**config.mk**
```make
export PLATFORM = sky130hd
export DESIGN_NAME = l2_refill_arb
export DESIGN_NICKNAME = d
export VERILOG_FILES = /design/src/rtl/l2_refill_pkg.sv /design/src/rtl/refill_rr_arb2.sv /design/src/rtl/l2_refill_arb.sv
export SDC_FILE = /design/constraint.sdc
export NUM_CORES = 1
export LEC_CHECK = 0
export CORE_UTILIZATION = 40
export CTS_BUF_LIST = sky130_fd_sc_hd__clkbuf_16
export DETAILED_ROUTE_END_ITERATION = 8
export PLACE_DENSITY = 0.87
export SYNTH_ARGS = -nofsm -noshare
export SYNTH_HDL_FRONTEND = slang
export SYNTH_SLANG_ARGS = --single-unit
```
**constraint.sdc**
```tcl
create_clock -name clk_i -period 3.3 [get_ports clk_i]
set_input_delay 0.495 -clock clk_i [delete_from_list [all_inputs] [get_ports clk_i]]
set_output_delay 0.495 -clock clk_i [all_outputs]
set_load 0.01 [all_outputs]
```
**src/rtl/l2_refill_pkg.sv**
```systemverilog
// Shared types and constants for the L2 refill sequencer.
package l2_refill_pkg;

    typedef enum logic [1:0] {
        IDLE,
        REQ,
        BEAT
    } refill_state_t;

    typedef enum logic {
        OWN_IC,
        OWN_DC
    } owner_t;

    localparam int L2_BEAT_BYTES = 8;

    function automatic owner_t other_owner(input owner_t o);
        return (o == OWN_IC) ? OWN_DC : OWN_IC;
    endfunction

endpackage

```
**src/rtl/refill_rr_arb2.sv**
```systemverilog
// Two-way round-robin pick between the icache and dcache refill permits.
module refill_rr_arb2
    import l2_refill_pkg::*;
(
    input  logic   ic_permit,
    input  logic   dc_permit,
    input  owner_t rr_ptr,
    output logic   grant_valid,
    output owner_t grant_owner
);

    // rr_ptr names the side that wins a tie; a lone requester always wins.
    always_comb begin
        grant_valid = ic_permit | dc_permit;
        grant_owner = OWN_IC;
        if (ic_permit && dc_permit) begin
            grant_owner = rr_ptr;
        end else if (dc_permit) begin
            grant_owner = OWN_DC;
        end
    end

endmodule

```
**src/rtl/l2_refill_arb.sv**
```systemverilog
// Grants one L1 miss at a time to the L2 refill port and forwards the
// returning beats to the owning cache as registered words with ready pulses.
module l2_refill_arb
    import l2_refill_pkg::*;
#(
    parameter int B = 64
) (
    input  logic          clk_i,
    input  logic          reset_i,
    input  logic          ic_repl_permit_i,
    input  logic [31:0]   ic_addr_i,
    input  logic          dc_repl_permit_i,
    input  logic [31:0]   dc_addr_i,
    output logic          ic_repl_ready_o,
    output logic          dc_repl_ready_o,
    output logic          ic_done_o,
    output logic          dc_done_o,
    output logic [63:0]   rep_word_o,
    output logic          l2_req_o,
    output logic [31:0]   l2_addr_o,
    input  logic          l2_ack_i,
    input  logic          l2_rvalid_i,
    input  logic [63:0]   l2_rdata_i,
    output refill_state_t state_o
);

    localparam int BEATS = B / L2_BEAT_BYTES;
    localparam int BW    = (BEATS > 1) ? $clog2(BEATS) : 1;

    localparam logic [31:0]   LINE_MASK = ~(32'(B) - 32'd1);
    localparam logic [BW-1:0] LAST_BEAT = BW'(BEATS - 1);

    refill_state_t state;
    owner_t        owner;
    owner_t        rr_ptr;
    logic [BW-1:0] beat_cnt;
    logic          grant_valid;
    owner_t        grant_owner;

    refill_rr_arb2 u_rr_arb (
        .ic_permit   (ic_repl_permit_i),
        .dc_permit   (dc_repl_permit_i),
        .rr_ptr      (rr_ptr),
        .grant_valid (grant_valid),
        .grant_owner (grant_owner)
    );

    // L2 handshake: l2_req_o is held with a stable l2_addr_o until the cycle
    // l2_ack_i is sampled high; each l2_rvalid_i sampled in BEAT is one beat,
    // and the owner's ready pulses for exactly one cycle on the following cycle.
    always_ff @(posedge clk_i or negedge reset_i) begin
        if (!reset_i) begin
            state           <= IDLE;
            owner           <= OWN_IC;
            rr_ptr          <= OWN_IC;
            beat_cnt        <= '0;
            ic_repl_ready_o <= 1'b0;
            dc_repl_ready_o <= 1'b0;
            ic_done_o       <= 1'b0;
            dc_done_o       <= 1'b0;
            rep_word_o      <= '0;
            l2_req_o        <= 1'b0;
            l2_addr_o       <= '0;
        end else begin
            ic_repl_ready_o <= 1'b0;
            dc_repl_ready_o <= 1'b0;
            ic_done_o       <= 1'b0;
            dc_done_o       <= 1'b0;
            case (state)
                IDLE: begin
                    if (grant_valid) begin
                        owner     <= grant_owner;
                        l2_addr_o <= ((grant_owner == OWN_DC) ? dc_addr_i : ic_addr_i) & LINE_MASK;
                        beat_cnt  <= '0;
                        l2_req_o  <= 1'b1;
                        state     <= REQ;
                    end
                end
                REQ: begin
                    if (l2_ack_i) begin
                        l2_req_o <= 1'b0;
                        state    <= BEAT;
                    end
                end
                BEAT: begin
                    if (l2_rvalid_i) begin
                        rep_word_o      <= l2_rdata_i;
                        ic_repl_ready_o <= (owner == OWN_IC);
                        dc_repl_ready_o <= (owner == OWN_DC);
                        if (beat_cnt == LAST_BEAT) begin
                            ic_done_o <= (owner == OWN_IC);
                            dc_done_o <= (owner == OWN_DC);
                            rr_ptr    <= other_owner(owner);
                            state     <= IDLE;
                        end else begin
                            beat_cnt <= beat_cnt + BW'(1);
                        end
                    end
                end
                default: state <= IDLE;
            endcase
        end
    end

    assign state_o = state;

endmodule

```
==> reports/qor.csv <==
stage,metric,value,unit
clock_network,clockBufferDepth,2,
logic_synthesis,synth_largest_area_cell,dfrtp_1,
die,die_h,107,um
worst_setup_path,critPathTopFamily,buffers and inverters,
power,ir_drop,0.000407,V
die,dieArea,0.0115,mm^2
clock_network,cts_resized,0,
placement,pre_cts_ws,0.959,ns
placement,gp_congestion,0.775,
logic_synthesis,synth_area_leaders,"dfrtp_1 57%, nand2_1 17%, nand3b_1 4.9%, a21oi_1 3.0%, o21ai_0 3.0%",
detailed_routing,ant_nets,0,
timing,whs,0.185,ns
global_routing,grt_pass1_vias,4060,
run_status,run_status,completed,
detailed_routing,avgViaCountPerCell,4.97,
logic_synthesis,syn_area,0.00444,mm^2
die,rows,38,
timing,final_period_minus_worst_setup_slack,2.05,ns
worst_setup_path,critPathKind,reg2out,
logic_synthesis,ys_warn_count,0,
flow_run,cap_viol_max_count,0,
timing,rsz0062_at_grt,no,
timing,finalHoldViolations,0,
clock_network,post_cts_buffers,0,
timing,period_share,62.2,%
die,io_pins,237,
clock_network,clk_pin_slew,0.06,ns
logic_synthesis,synth_top_flop_cell,dfrtp_1,
logic_synthesis,synth_common_cells,"196 x nand2_1, 102 x dfrtp_1, 29 x nand3b_1",
timing,fin_setup_tns,0,ns
worst_setup_path,crit_fanout,13,
logic_synthesis,async_reset_ff_share,100,%
die,die_x,107,um
worst_setup_path,required,2.80,ns
placement,hpwl,8890,um
clock_network,root_buffer,clkbuf_16,
global_routing,grt_usage,21.5,%
timing,clock.fmax,487,MHz
detailed_routing,drt_iter0_drc,189,
detailed_routing,drtPass1Iterations,4,
global_routing,grt_start_max_net_pins,67,
detailed_routing,dr_total_vias,4092,
worst_setup_path,crit_chain,clkdlybuf4s50_1,
timing,worst_slew_pin_slew,0.646,ns
detailed_routing,drc,0,
clock_network,cts.sinks,102,
final_layout,drive_gt1_share,4.82,%
logic_synthesis,ys_seq_area_share,57.5,%
clock_network,cts_tree,yes,
worst_setup_path,critical-path-max-stage-delay,0.62,ns
timing,drv_slew,0,
timing,finalSetupViolations,0,
timing,finalClockSkew,0.00521,ns
placement,place.port_buffers,218,
worst_setup_path,r2r_end,rep_word_o[32],
final_layout,nets,816,
worst_hold_path,min_path_type,in2async,
die,coreArea,0.0108,mm^2
power,p_leak,0.00309,uW
final_layout,insertedDiodeCount,0,
global_routing,grt_overflow_total,0,
placement,dp.cells,809,
worst_setup_path,rr_startpoint,state_o[1],
detailed_routing,postRouteWirelength,12200,um
global_routing,antenna_found_initial,0,
worst_setup_path,worstPathArrival,1.56,ns
final_layout,area_growth,56.0,%
logic_synthesis,synth_top_area_share,57.5,%
logic_synthesis,netlist_instances,481,
clock_network,htreeDepth,3,
logic_synthesis,synth_cell_type_count,32,
logic_synthesis,syn_avg_cell_area,9.23,um^2
detailed_routing,wire_per_inst,14.9,um
logic_synthesis,synth.most_common_cell,nand2_1,
clock_network,clk_latency,0.33,ns
timing,setup_ws,1.25,ns
logic_synthesis,synth-edff-count,0,
logic_synthesis,synth_seq_cells,102,
worst_setup_path,startpoint_type,register,
worst_setup_path,worstSetupEndpointType,output port,
clock_network,cts_hold_buf,0,
worst_setup_path,crit_slowest_cell,clkdlybuf4s50_1,
global_routing,grt_pass1_wl,19400,um
power,power_density,817,mW/mm^2
timing,max_slew_margin,56.9,%
die,start_util,41.0,%
worst_setup_path,r2r_setup_slack,1.37,ns
worst_setup_path,reg2regPathDepth,4,
final_layout,layout.cells.non_filler,824,
worst_setup_path,critPathBufInv,1,
final_layout,final_core_util,63.9,%
clock_network,cts_buffers,9,
## final cells by class
cell class | count | area [um^2]
Sequential cell | 102 | 2550
Clock inverter | 6 | 53.8
Inverter | 2 | 7.51
Multi-Input combinational cell | 341 | 1680
Tap cell | 140 | 175
Timing Repair Buffer | 224 | 2240
Fill cell | 863 | 3910
Clock buffer | 9 | 225
## flip-flops by register name (all words and copies together) (netlist names), 2 cells and up
name	flops
rep_word_o	64
l2_addr_o	26
beat_cnt	3
state_o	2
## report_power, final
group	switching, uW	leakage, uW	internal (uW)
logic	1160	0.00170	1360
registers	337	0.00125	1800
clock network	431	0.000134	575
total	1920	0.00309	3730
## worst max-delay path by stage
stage,startpoint,end,slack (ns),cells after the start
final,state_o[1],state_o[1],1.25,1
after global routing,state_o[1],state_o[1],1.18,1
after CTS,state_o[1],state_o[1],1.24,1
after detailed placement,l2_rvalid_i,rep_word_o[38],0.96,5
after global placement,l2_rvalid_i,rep_word_o[35],1.08,5
after floorplan,dc_repl_permit_i,l2_addr_o[21],1.86,6
## cells by family after synthesis
group | share of synthesized area (%)
AND/OR/NAND/NOR | 24.1
flip-flops | 57.5
AO/OA/AOI/OAI | 12.6
buffers and inverters | 5.21
adder cells (fa/ha/maj) | 0.563
other | 0.0844
## layer usage
layer	global-route usage (%)	share of wire (%)	vias up
met1	25.5	39	1931
met4	6.85	1.4	0
met3	6.23	9.0	12
met2	37.4	50	181
met5	0	0	-
li1	-	-	1968
## cells in the final DEF, fill, tap and decap left out, drive strengths merged
| cell | netlist | layout |
|---|---|---|
| a31oi | 26 | 26 |
| clkinv | 0 | 4 |
| clkinvlp | 0 | 1 |
| a21oi | 27 | 27 |
| nand3b | 29 | 29 |
| o31ai | 3 | 3 |
| ha | 2 | 2 |
| nand3 | 3 | 3 |
| nand2 | 196 | 196 |
| and3 | 2 | 2 |
| and2b | 1 | 1 |
| o21ai | 28 | 28 |
| or2 | 1 | 1 |
| dfrtp | 102 | 102 |
| nand2b | 1 | 1 |
| inv | 2 | 2 |
| or3 | 1 | 1 |
| and2 | 1 | 1 |
| a21o | 2 | 2 |
| clkbuf | 16 | 9 |
| conb | 1 | 6 |
| buf | 25 | 7 |
| clkdlybuf4s50 | 0 | 217 |
| nor2 | 5 | 5 |
| nor3 | 1 | 1 |
| bufinv | 0 | 1 |
| nor2b | 2 | 2 |
| o211ai | 3 | 3 |
| and3b | 1 | 1 |
## metrics by stage
step	total power, uW	area [um^2]
after global routing	6030	6930
after global placement	4580	6650
after CTS	5710	6930
final	5660	6930
after floorplan	3260	4460
after detailed placement	4690	6650
No activity file was read; power rests on OpenSTA's default activity.
